===== src/rtl/screen_ram_arbiter.sv =====
// Purpose : shares the single-port 8-bit screen RAM between the VGA renderer (absolute priority)
//           and the 6502 bus, using a 1-entry posted write buffer with read forwarding.
// Latency : VGA read data 1 cycle after vga_read_en. CPU write, forwarded read and out-of-window
//           access ack 1 cycle after sampling. A RAM read acks 2 cycles after it is issued.
// Backpressure: cpu_ack is withheld while the buffer is busy with another address or a read waits
//           for a VGA-free cycle. The VGA path is never stalled.
//
// Ports:
//   clk, reset                     clock, synchronous active-high reset
//   cpu_req/we/addr/wdata          CPU request, held stable until cpu_ack
//   cpu_rdata, cpu_ack             read data and registered 1-cycle completion pulse
//   vga_read_en/addr, vga_read_data  renderer fetch port (data = ram_rdata)
//   ram_en/we/addr/wdata, ram_rdata  single-port synchronous RAM interface
module screen_ram_arbiter #(
    parameter logic [15:0] BASE       = 16'h0200,
    parameter int          WINDOW     = 1024,
    parameter int          ADDR_WIDTH = 11
) (
    input  logic                  clk,
    input  logic                  reset,
    input  logic                  cpu_req,
    input  logic                  cpu_we,
    input  logic [15:0]           cpu_addr,
    input  logic [7:0]            cpu_wdata,
    output logic [7:0]            cpu_rdata,
    output logic                  cpu_ack,
    input  logic                  vga_read_en,
    input  logic [ADDR_WIDTH-1:0] vga_read_addr,
    output logic [7:0]            vga_read_data,
    output logic                  ram_en,
    output logic                  ram_we,
    output logic [ADDR_WIDTH-1:0] ram_addr,
    output logic [7:0]            ram_wdata,
    input  logic [7:0]            ram_rdata
);

    typedef enum logic [1:0] {
        IDLE     = 2'd0,
        RD_ISSUE = 2'd1,
        RD_WAIT  = 2'd2
    } state_t;

    // Window bounds held at 17 bits so BASE+WINDOW cannot wrap at the top of the map.
    localparam logic [16:0] WIN_LO = {1'b0, BASE};
    localparam logic [16:0] WIN_HI = {1'b0, BASE} + 17'(WINDOW);

    state_t                  state_q;
    logic                    cpu_ack_q;
    logic [7:0]              cpu_rdata_q;
    logic                    wb_valid_q, wb_valid_d;
    logic [ADDR_WIDTH-1:0]   wb_addr_q,  wb_addr_d;
    logic [7:0]              wb_data_q,  wb_data_d;
    logic [ADDR_WIDTH-1:0]   rd_addr_q;

    logic                    req_smp;
    logic                    in_win;
    logic [ADDR_WIDTH-1:0]   req_addr;
    logic                    wb_hit;
    logic                    rd_issue;
    logic                    drain;
    logic                    wr_accept;

    assign cpu_ack       = cpu_ack_q;
    assign cpu_rdata     = cpu_rdata_q;
    assign vga_read_data = ram_rdata;

    // A request is not sampled in the ack cycle, so a held cpu_req is never accepted twice.
    assign req_smp   = (state_q == IDLE) && !cpu_ack_q && cpu_req;
    assign in_win    = ({1'b0, cpu_addr} >= WIN_LO) && ({1'b0, cpu_addr} < WIN_HI);
    assign req_addr  = cpu_addr[ADDR_WIDTH-1:0];
    assign wb_hit    = wb_valid_q && (wb_addr_q == req_addr);
    assign rd_issue  = (state_q == RD_ISSUE) && !vga_read_en;
    assign drain     = !vga_read_en && wb_valid_q && !rd_issue;
    // A write is taken if the buffer is empty, holds the same address (coalesce),
    // or is emptying on this very edge.
    assign wr_accept = req_smp && in_win && cpu_we && (!wb_valid_q || wb_hit || drain);

    // RAM port mux: VGA, then CPU read issue, then buffer drain.
    always_comb begin
        ram_en    = 1'b0;
        ram_we    = 1'b0;
        ram_addr  = wb_addr_q;
        ram_wdata = wb_data_q;
        if (vga_read_en) begin
            ram_en   = 1'b1;
            ram_addr = vga_read_addr;
        end else if (rd_issue) begin
            ram_en   = 1'b1;
            ram_addr = rd_addr_q;
        end else if (drain) begin
            ram_en   = 1'b1;
            ram_we   = 1'b1;
        end
    end

    // Write buffer next state. Capture wins over drain-clear so that a drain and a new
    // write on the same edge leave the new write pending.
    always_comb begin
        wb_valid_d = wb_valid_q && !drain;
        wb_addr_d  = wb_addr_q;
        wb_data_d  = wb_data_q;
        if (wr_accept) begin
            wb_valid_d = 1'b1;
            wb_addr_d  = req_addr;
            wb_data_d  = cpu_wdata;
        end
    end

    always_ff @(posedge clk) begin
        if (reset) begin
            state_q     <= IDLE;
            cpu_ack_q   <= 1'b0;
            cpu_rdata_q <= 8'h00;
            wb_valid_q  <= 1'b0;
            wb_addr_q   <= '0;
            wb_data_q   <= 8'h00;
            rd_addr_q   <= '0;
        end else begin
            wb_valid_q <= wb_valid_d;
            wb_addr_q  <= wb_addr_d;
            wb_data_q  <= wb_data_d;
            cpu_ack_q  <= 1'b0;
            case (state_q)
                IDLE: begin
                    if (req_smp) begin
                        if (!in_win) begin
                            // Outside the screen page: writes vanish, reads return zero.
                            cpu_ack_q   <= 1'b1;
                            cpu_rdata_q <= 8'h00;
                        end else if (cpu_we) begin
                            if (wr_accept) begin
                                cpu_ack_q   <= 1'b1;
                                cpu_rdata_q <= 8'h00;
                            end
                        end else if (wb_hit) begin
                            // Buffered data is newer than RAM for this address.
                            cpu_ack_q   <= 1'b1;
                            cpu_rdata_q <= wb_data_q;
                        end else begin
                            rd_addr_q <= req_addr;
                            state_q   <= RD_ISSUE;
                        end
                    end
                end
                RD_ISSUE: begin
                    if (!vga_read_en) begin
                        state_q <= RD_WAIT;
                    end
                end
                RD_WAIT: begin
                    cpu_rdata_q <= ram_rdata;
                    cpu_ack_q   <= 1'b1;
                    state_q     <= IDLE;
                end
                default: begin
                    state_q <= IDLE;
                end
            endcase
        end
    end

endmodule


===== config.mk =====
export PLATFORM = sky130hd
export DESIGN_NAME = screen_ram_arbiter
export DESIGN_NICKNAME = d
export VERILOG_FILES = /design/src/rtl/screen_ram_arbiter.sv
export SDC_FILE = /design/constraint.sdc
export NUM_CORES = 1
export LEC_CHECK = 0
export BUFFER_PORTS_ARGS = -buffer_cell sky130_fd_sc_hd__buf_4
export CAP_MARGIN = 25
export CORE_MARGIN = 2
export CORE_UTILIZATION = 45
export CTS_CLUSTER_SIZE = 20
export DETAILED_ROUTE_END_ITERATION = 8
export GPL_TIMING_DRIVEN = 0
export PLACE_DENSITY = 0.76
export SLEW_MARGIN = 0
export SYNTH_ARGS = -nofsm -noshare
export SYNTH_HDL_FRONTEND = slang
export SYNTH_SLANG_ARGS = --single-unit
export TNS_END_PERCENT = 30

===== constraint.sdc =====
create_clock -name clk -period 2.1 [get_ports clk]
set_input_delay 0.525 -clock clk [delete_from_list [all_inputs] [get_ports clk]]
set_output_delay 0.525 -clock clk [all_outputs]
set_load 0.02 [all_outputs]

==> insert_results.sql, run 1 <==
INSERT INTO impl_metrics (metric_group, metric, value, unit) VALUES
('critical_path', 'worst_setup_path_startpoint', 'state_q[0]', ''),
('critical_path', 'crit_cells', '5', ''),
('synth', 'yosys.area_share.xor_xnor', '4.39', '%'),
('floorplan', 'start_util', '46.9', '%'),
('cts', 'cts_htree_levels', '2', ''),
('critical_path', 'crit_slowest_cell', 'dfxtp_4', ''),
('cts', 'clock_tree.buffer_depth', '2', ''),
('place', 'place_congestion', '0.776', ''),
('synth', 'yosys_cell_types', '40', ''),
('outcome', 'run_status', 'finished clean', ''),
('cts', 'clockRootBuffer', 'clkbuf_8', ''),
('layout', 'summed_area_of_non_filler_cells_in_the_final_layout', '3340', 'um^2'),
('timing', 'final_hold_viol_count', '0', ''),
('cts', 'postCtsHoldBufs', '0', ''),
('critical_path', 'worstSetupEndpointType', 'output port', ''),
('synth', 'seq_area_frac_synth', '35.1', '%'),
('critical_path', 'critPathLaunchType', 'flop', ''),
('layout', 'area.sequential', '846', 'um^2'),
('route', 'route.detailed.drc', '0', ''),
('synth', 'synth-compound-area-share', '10.8', '%'),
('synth', 'synth_top_family_by_area', 'simple AND/OR/NAND/NOR gates', ''),
('synth', 'syn-mean-instance-area', '9.46', 'um^2'),
('critical_path', 'reg2reg_from', 'state_q[0]', ''),
('layout', 'antennaDiodeCount', '0', ''),
('global_route', 'antenna_found_initial', '0', ''),
('global_route', 'grt_pass1_vias', '2089', ''),
('timing', 'finalCritPeriodShare', '97.5', '%'),
('synth', 'dominantRegCellSynth', 'dfxtp_1', ''),
('cts', 'clock_sinks', '42', ''),
('route', 'routed_wirelength', '6100', 'um'),
('route', 'via_per_inst', '5.05', ''),
('layout', 'area_used_by_multi_input_combinational_logic', '1450', 'um^2'),
('layout', 'nNetsFinal', '399', ''),
('min_path', 'min-delay-path-class', 'flop to flop', ''),
('cts', 'tritoncts.num_buffers', '5', ''),
('route', 'avgRoutedWirePerCell', '14.5', 'um'),
('layout', 'final_cell_count_no_fill', '422', ''),
('place', 'place_area', '3100', 'um^2'),
('place', 'place_hpwl', '4560', 'um'),
('synth', 'synth.mux.area_fraction', '19.5', '%'),
('floorplan', 'height_of_the_die', '76.9', 'um'),
('cts', 'clock_latency', '300', 'ps'),
('critical_path', 'crit_chain', 'nor2b_4 -> buf_6 -> buf_12 -> or3_1 -> buf_4', ''),
('route', 'final_antenna_violating_net_count', '0', ''),
('timing', 'max_clock_freq', '489', 'MHz'),
('layout', 'drive_gt1_share', '38.1', '%'),
('layout', 'layout.filler_cells', '445', ''),
('power', 'power.static_leakage', '1.45', 'nW'),
('floorplan', 'design.core.area', '5110', 'um^2'),
('global_route', 'global_route.overflow_total', '0', ''),
('synth', 'synth-seq-cells', '42', ''),
('critical_path', 'crit_arrival', '1520', 'ps'),
('floorplan', 'die_w', '76.9', 'um'),
('global_route', 'grt_pass1_wl', '10000', 'um'),
('power', 'design_power_total', '1.63', 'mW'),
('synth', 'synth_area', '2390', 'um^2'),
('critical_path', 'timing.reg2reg.setup_slack', '110', 'ps'),
('synth', 'synth_enable_flop_cells', '0', ''),
('timing', 'pin_slew_with_the_least_headroom_to_its_limit', '504', 'ps'),
('synth', 'synth_area_in_simple_gates', '24.4', '%'),
('critical_path', 'cp.required', '1570', 'ps'),
('flow_run', 'drv_cap', '0', ''),
('place', 'place.port_buffers', '83', ''),
('timing', 'setup_viol_count_final', '0', ''),
('place', 'dp_cells', '406', ''),
('global_route', 'grt_max_degree', '13', ''),
('timing', 'max_transition_viols_final', '0', ''),
('synth', 'post_synth_fa_ha_maj_area_fraction', '0', '%'),
('critical_path', 'r2r.worst_path.cells', '8', ''),
('floorplan', 'floorplan.io_pins', '86', ''),
('timing', 'worst_clock_skew', '8.56', 'ps');
per-layer routing:
metal | part of all wire, % | global-route usage, % | vias to the layer above
met5 | 0 | 0 | -
met4 | 1.1 | 7.64 | 0
met3 | 3.8 | 4.12 | 6
met2 | 49 | 34.8 | 47
met1 | 46 | 27.5 | 1001
li1 | - | - | 1076
worst min path at each step:
stage / from / endpoint / slack [ps] / depth (start not counted)
3_5_place_dp: rd_addr_q[10] / rd_addr_q[10] / 470 / 2
5_1_grt: cpu_wdata[2] / ram_wdata[2] / 490 / 3
3_3_place_gp: rd_addr_q[1] / rd_addr_q[1] / 460 / 2
2_1_floorplan: rd_addr_q[0] / rd_addr_q[0] / 450 / 2
6_report: rd_addr_q[0] / rd_addr_q[0] / 480 / 2
4_1_cts: state_q[0] / cpu_ack / 470 / 1
cell usage after synthesis (all sizes together), types with 3 or more instances:
cell | instances | share of area [%]
nand2 | 11 | 1.7
nor2 | 8 | 1.3
mux2i | 41 | 17
nor2b | 7 | 1.8
o21ai | 12 | 2.5
nand2b | 48 | 13
nand4 | 3 | 0.78
a32oi | 5 | 1.8
xnor2 | 11 | 4.0
mux2 | 5 | 2.4
dfxtp | 42 | 35
a2111oi | 3 | 1.1
a22oi | 3 | 0.94
buf | 14 | 4.1
a211oi | 5 | 2.1
clkbuf | 11 | 1.7
final cells by class:
| cell class | instances | share of cell area, % |
|---|---|---|
| timing repair buffer | 91 | 21.0 |
| tap | 70 | 2.62 |
| multi-input combinational | 186 | 43.3 |
| sequential | 42 | 25.3 |
| buffer | 25 | 5.02 |
| clock inverter | 1 | 0.150 |
| clock buffer | 7 | 2.59 |
where the power goes:
group          total, mW  leakage, nW  internal, mW  switching, mW
clock network      0.540       0.0482         0.265          0.274
registers          0.805        0.340         0.801        0.00421
logic              0.287         1.06         0.152          0.135
tightest hold or removal path, stage by stage, from the launching register on:
cell and delay, ps:
dfxtp_1 320, nand2b_1 60, mux2i_1 60
what timing repair did:
| item | 4_1_cts | 5_1_grt |
|---|---|---|
| setup buffers | 4 | 4 |
| gates resized for setup | 8 | 19 |
| setup endpoints to repair | 18 | 38 |
| pin swaps | 1 | 3 |
registers in the layout, summed over array words and instances, names as in the netlist:
signal      flops
wb_addr_q      11
cpu_rdata       8
ram_wdata       8
rd_addr_q      11
wb_valid_q      1
state_q         2
cpu_ack         1
per-stage QoR:
step           setup slack, ps  TNS [ps]  hold slack, ps
6_report                  53.5         0             479
2_1_floorplan             1.48         0             448
5_1_grt                   2.64         0             493
3_5_place_dp              -313     -6210             466
4_1_cts                  -2.77     -2.77             467
3_3_place_gp              -280     -5370             457
kinds of logic after synthesis:
| kind of cell | count (synthesis) |
|---|---|
| xor+xnor | 12 |
| buf+inv | 25 |
| compound gates | 34 |
| mux | 46 |
| flops | 42 |
| simple gates | 94 |
(Power assumes the default switching activity.)
==> inputs of run 2 (changes only) <==
CORE_MARGIN = 10   (was 2)
HOLD_SLACK_MARGIN = 0.08   (was unset)
==> run 2 against run 1 <==
Effect of this change: the run now ends with negative setup slack left; fmax shrank 4.2%; total power grew 14%; sequential cell count is the same; hold slack gained 0.77 ps; critical endpoint is now ram_addr[8]; highest routed layer unchanged.
==> insert_results.sql, run 2 (synthesis results as in run 1) <==
INSERT INTO impl_metrics (metric_group, metric, value, unit) VALUES
('timing', 'finalCritPeriodShare', '102', '%'),
('critical_path', 'crit_arrival', '1610', 'ps'),
('layout', 'summed_area_of_non_filler_cells_in_the_final_layout', '3380', 'um^2'),
('critical_path', 'timing.setup.critical_path_class', 'flop to output port', ''),
('floorplan', 'design.core.area', '5140', 'um^2'),
('outcome', 'run_status', 'finished, violations left', ''),
('layout', 'antennaDiodeCount', '0', ''),
('cts', 'cts_tree', 'done', ''),
('cts', 'postCtsHoldBufs', '0', ''),
('global_route', 'grt_pass1_vias', '2250', ''),
('route', 'final_antenna_violating_net_count', '0', ''),
('critical_path', 'r2r.worst_path.cells', '7', ''),
('route', 'avgRoutedWirePerCell', '17.1', 'um'),
('route', 'first_iter_violations', '109', ''),
('power', 'power.density', '552', 'nW/um^2'),
('layout', 'layout.filler_cells', '433', ''),
('route', 'via_per_inst', '5.10', ''),
('floorplan', 'floorplan.io_pins', '86', ''),
('place', 'place_congestion', '0.791', ''),
('global_route', 'grt_max_degree', '15', ''),
('min_path', 'min_from', 'state_q[0]', ''),
('outcome', 'failing_checks', 'negative setup slack', ''),
('cts', 'tritoncts.num_buffers', '5', ''),
('flow_run', 'drv_cap', '0', ''),
('min_path', 'min_path_cells', '1', ''),
('layout', 'commonest_cells_after_routing_fill_and_taps_aside', '91 x buf_4, 48 x nand2b_1, 40 x dfxtp_1, 35 x mux2i_1', ''),
('min_path', 'min-delay-path-class', 'flop to flop', ''),
('critical_path', 'cp.required', '1570', 'ps'),
('layout', 'mostFrequentLayoutCell', 'buf_4', ''),
('critical_path', 'reg2reg_from', 'state_q[0]', ''),
('cts', 'clock_tree.buffer_depth', '2', ''),
('critical_path', 'critPathLaunchType', 'flop', ''),
('critical_path', 'worstSetupEndpointType', 'output port', ''),
('timing', 'pin_slew_with_the_least_headroom_to_its_limit', '513', 'ps'),
('critical_path', 'timing.critical_path.slowest_cell_delay', '380', 'ps'),
('route', 'route.detailed.drc', '0', ''),
('route', 'routed_wirelength', '7120', 'um'),
('power', 'peakVddDrop', '0.000491', 'V'),
('critical_path', 'crit_family', 'buffers and inverters', ''),
('critical_path', 'timing.reg2reg.setup_slack', '20', 'ps'),
('power', 'power.static_leakage', '1.45', 'nW'),
('timing', 'max-slew-margin-rel', '65.7', '%'),
('global_route', 'antenna_found_initial', '0', ''),
('critical_path', 'rr_endpoint', 'cpu_rdata[0]', ''),
('route', 'vias', '2122', ''),
('timing', 'rsz0062_at_grt', 'true', ''),
('global_route', 'gr_util_all_layers', '15.7', '%'),
('route', 'detailed_router_iteration_count_before_antenna_repair', '4', ''),
('cts', 'clock_latency', '290', 'ps'),
('floorplan', 'row_count', '26', ''),
('global_route', 'grt_pass1_wl', '11100', 'um'),
('place', 'place.port_buffers', '83', ''),
('min_path', 'hold_end', 'cpu_ack', ''),
('floorplan', 'fp.dieArea', '8640', 'um^2'),
('layout', 'reg.largest.list', 'rd_addr_q x11, wb_addr_q x11', ''),
('timing', 'max_transition_viols_final', '0', ''),
('timing', 'final_hold_viol_count', '0', ''),
('global_route', 'global_route.overflow_total', '0', ''),
('critical_path', 'critical_path.max_fanout', '6', ''),
('timing', 'setup_viol_count_final', '2', ''),
('layout', 'nNetsFinal', '393', ''),
('timing', 'max_clock_freq', '468', 'MHz'),
('floorplan', 'height_of_the_die', '92.9', 'um'),
('critical_path', 'critical_path_buf_inv_count', '3', ''),
('timing', 'setup_total_negative_slack', '-64.8', 'ps'),
('floorplan', 'die_w', '92.9', 'um'),
('cts', 'clock_sinks', '42', ''),
('timing', 'worst_clock_skew', '2.73', 'ps'),
('cts', 'clkSlewWorstSetupHoldPaths', '90', 'ps'),
('timing', 'finalWorstSetupSlack', '-36.8', 'ps'),
('cts', 'cts_htree_levels', '2', ''),
('timing', 'period_minus_slack', '2140', 'ps'),
('critical_path', 'worst_setup_path_startpoint', 'state_q[0]', ''),
('place', 'place_hpwl', '5310', 'um'),
('critical_path', 'crit_slowest_cell', 'dfxtp_4', ''),
('place', 'place_area', '3100', 'um^2'),
('critical_path', 'crit_chain', 'nor2b_4 -> buf_6 -> buf_12 -> mux2i_2 -> o21ai_1 -> buf_4', ''),
('cts', 'clockRootBuffer', 'clkbuf_8', ''),
('floorplan', 'start_util', '46.6', '%'),
('layout', 'drive_gt1_share', '39.0', '%'),
('layout', 'fin_util', '65.8', '%'),
('layout', 'areaGrowthSynthToFinish', '41.2', '%');
## run 2: repair_timing
action	in CTS	in global routing
gates resized for setup	9	28
setup buffers	1	0
cloned	0	1
setup endpoints to repair	13	28
endpoints found under the hold margin	0	0
pin swaps	0	3
## run 2: worst register-to-register path: stages (launching register included)
cell and delay, ps:
dfxtp_4 380, nor2b_4 160, buf_6 140, buf_12 140
o21ai_1 110, a21bo_4 270, a211oi_4 380, mux2_2 380
## run 2: metal layers
metal | share of wire (%) | track usage (%)
met5 | 0 | 0
met4 | 1.2 | 4.11
met3 | 4.0 | 5.00
met2 | 52 | 26.6
met1 | 42 | 18.5
## run 2: power breakdown
group / total (mW) / leakage [nW] / internal, mW / switching (mW)
Clock: 0.776 / 0.0683 / 0.477 / 0.299
Combinational: 0.285 / 1.04 / 0.150 / 0.135
Sequential: 0.805 / 0.340 / 0.801 / 0.00408
## run 2: metrics by stage
stage	hold slack, ps	power, mW	setup slack [ps]	instances
finish	480	1.87	-36.8	416
global route	471	1.94	-77.4	416
CTS	470	1.87	-0.126	415
detailed placement	464	1.10	-289	406
global placement	458	1.10	-262	406
floorplan	448	0.964	1.48	253
## run 2: worst max path at each step
stage | depth (start not counted) | slack, ps | to
final | 6 | -40 | ram_addr[8]
after global routing | 6 | -80 | ram_addr[8]
after global placement | 7 | -260 | cpu_rdata[5]
after CTS | 6 | -0.1 | ram_addr[9]
after floorplan | 6 | 1 | cpu_rdata[0]
after detailed placement | 7 | -290 | cpu_rdata[0]
## run 2: final cells by class
class	count	area, um^2	share of cell area (%)
clock inverter	3	68.8	2.04
multi-input combinational	186	1470	43.5
timing repair buffer	85	672	19.9
tap	70	87.6	2.59
buffer	25	168	4.96
clock buffer	5	68.8	2.04
sequential	42	846	25.0
==> inputs of run 3 (changes only) <==
ABC_CLOCK_PERIOD_IN_PS = 2100   (was unset)
MAX_ROUTING_LAYER = met4   (was unset)
==> run 3 against run 2 <==
Effect of this change: the flow still finishes with violations (negative setup slack); critical path depth is the same; cell area is the same; clock skew is essentially flat; total power is essentially flat; sequential share of layout area is the same; sequential cell count is the same; register-to-register slack is essentially flat; hold slack lost 0.93 ps; clock-buffer cell count is the same; die area is the same; largest power group unchanged.
==> insert_results.sql, run 3 (synthesis results as in run 1) <==
INSERT INTO impl_metrics (metric_group, metric, value, unit) VALUES
('floorplan', 'design.core.area', '5140', 'um^2'),
('route', 'final_antenna_violating_net_count', '0', ''),
('layout', 'reg.largest.list', 'rd_addr_q x11, wb_addr_q x11', ''),
('critical_path', 'crit_arrival', '1610', 'ps'),
('critical_path', 'timing.setup.critical_path_class', 'flop to output port', ''),
('global_route', 'gr_util_all_layers', '16.1', '%'),
('timing', 'finalWorstSetupSlack', '-37.6', 'ps'),
('floorplan', 'row_count', '26', ''),
('route', 'routed_wirelength', '7120', 'um'),
('route', 'via_per_inst', '5.10', ''),
('critical_path', 'worstSetupEndpointType', 'output port', ''),
('cts', 'cts_htree_levels', '2', ''),
('cts', 'cts_tree', 'done', ''),
('timing', 'final_hold_viol_count', '0', ''),
('route', 'vias', '2120', ''),
('place', 'place_hpwl', '5310', 'um'),
('cts', 'clock_sinks', '42', ''),
('timing', 'max_clock_freq', '468', 'MHz'),
('route', 'detailed_router_iteration_count_before_antenna_repair', '4', ''),
('route', 'first_iter_violations', '120', ''),
('layout', 'layout.filler_cells', '433', ''),
('cts', 'clock_latency', '300', 'ps'),
('global_route', 'grt_max_degree', '15', ''),
('timing', 'worst_clock_skew', '2.94', 'ps'),
('flow_run', 'drv_cap', '0', ''),
('layout', 'nNetsFinal', '393', ''),
('layout', 'areaGrowthSynthToFinish', '41.2', '%'),
('route', 'route.detailed.drc', '0', ''),
('place', 'place.port_buffers', '83', ''),
('timing', 'max_transition_viols_final', '0', ''),
('cts', 'tritoncts.num_buffers', '5', ''),
('timing', 'setup_viol_count_final', '2', ''),
('power', 'power.density', '552', 'nW/um^2'),
('global_route', 'grt_pass1_vias', '2240', ''),
('timing', 'finalCritPeriodShare', '102', '%'),
('critical_path', 'critical_path.max_fanout', '6', ''),
('cts', 'clockRootBuffer', 'clkbuf_8', ''),
('outcome', 'failing_checks', 'negative setup slack', ''),
('layout', 'antennaDiodeCount', '0', ''),
('cts', 'postCtsHoldBufs', '0', ''),
('critical_path', 'critPathLaunchType', 'flop', ''),
('global_route', 'grt_pass1_wl', '11100', 'um'),
('global_route', 'global_route.overflow_total', '0', ''),
('outcome', 'run_status', 'finished, violations left', ''),
('place', 'place_congestion', '0.803', ''),
('cts', 'clock_tree.buffer_depth', '2', ''),
('floorplan', 'height_of_the_die', '92.9', 'um'),
('min_path', 'min-delay-path-class', 'flop to flop', ''),
('timing', 'setup_total_negative_slack', '-67.0', 'ps'),
('timing', 'max-slew-margin-rel', '65.8', '%'),
('power', 'power.static_leakage', '1.45', 'nW'),
('global_route', 'antenna_found_initial', '0', ''),
('floorplan', 'die_w', '92.9', 'um'),
('timing', 'hold_slack', '479', 'ps'),
('route', 'avgRoutedWirePerCell', '17.1', 'um'),
('timing', 'pin_slew_with_the_least_headroom_to_its_limit', '512', 'ps'),
('cts', 'clkSlewWorstSetupHoldPaths', '90', 'ps'),
('layout', 'drive_gt1_share', '39.0', '%'),
('floorplan', 'start_util', '46.6', '%'),
('critical_path', 'cp.required', '1570', 'ps'),
('layout', 'mostFrequentLayoutCell', 'buf_4', ''),
('floorplan', 'fp.dieArea', '8640', 'um^2'),
('place', 'preCtsSetupSlack', '-289', 'ps'),
('power', 'peakVddDrop', '0.000491', 'V'),
('floorplan', 'floorplan.io_pins', '86', ''),
('layout', 'commonest_cells_after_routing_fill_and_taps_aside', '91 x buf_4, 48 x nand2b_1, 40 x dfxtp_1, 35 x mux2i_1', ''),
('timing', 'rsz0062_at_grt', 'true', ''),
('timing', 'period_minus_slack', '2140', 'ps'),
('layout', 'fin_util', '65.8', '%');
[run 3: cell counts in the layout (fill, tap and decap cells not counted)]
No cell type changed its count.
[run 3: layout make-up]
class                           instances  area [um^2]  share of cell area (%)
Clock buffer                            5         68.8                    2.04
Multi-Input combinational cell        186         1470                    43.5
Timing Repair Buffer                   85          672                    19.9
Sequential cell                        42          846                    25.0
Buffer                                 25          168                    4.96
Tap cell                               70         87.6                    2.59
Clock inverter                          3         68.8                    2.04
[run 3: what timing repair did]
action,4_1_cts,5_1_grt
buffers inserted,1,0
hold endpoints to repair,0,0
gates resized for setup,9,28
cloned,0,1
pin swaps,0,3
endpoints found under the setup margin,13,28
[run 3: path summary, 6_finish.rpt]
check / from / end / slack (ps) / depth (start not counted)
worst max-delay path: state_q[0] / ram_addr[8] / -40 / 6
worst min-delay path: state_q[0] / cpu_ack / 480 / 1
worst max register to register: state_q[0] / cpu_rdata[2] / 20 / 7
worst min register to register: state_q[0] / cpu_ack / 480 / 1
[run 3: stage by stage]
stage	area (um^2)	instances	power, mW
floorplan	2390	253	0.964
global placement	3100	406	1.10
detailed placement	3100	406	1.10
CTS	3280	415	1.87
global route	3380	416	1.94
finish	3380	416	1.87
[run 3: where the power goes]
group / switching, mW / internal, mW
Sequential: 0.00408 / 0.801
Combinational: 0.135 / 0.150
Clock: 0.300 / 0.477
Total: 0.440 / 1.43
[run 3: routing by layer]
layer	up-vias	GRT usage, %	part of all wire, %
met5	-	-	0
met1	1007	19.0	43
li1	1064	-	-
met4	0	4.11	0.89
met3	4	4.36	3.8
met2	45	26.5	52
[run 3: critical path: stages, from the launching register on]
cell     delay, ps
dfxtp_4        380
nor2b_4        160
buf_6          140
buf_12         140
mux2i_2        220
o21ai_1        100
buf_4          160
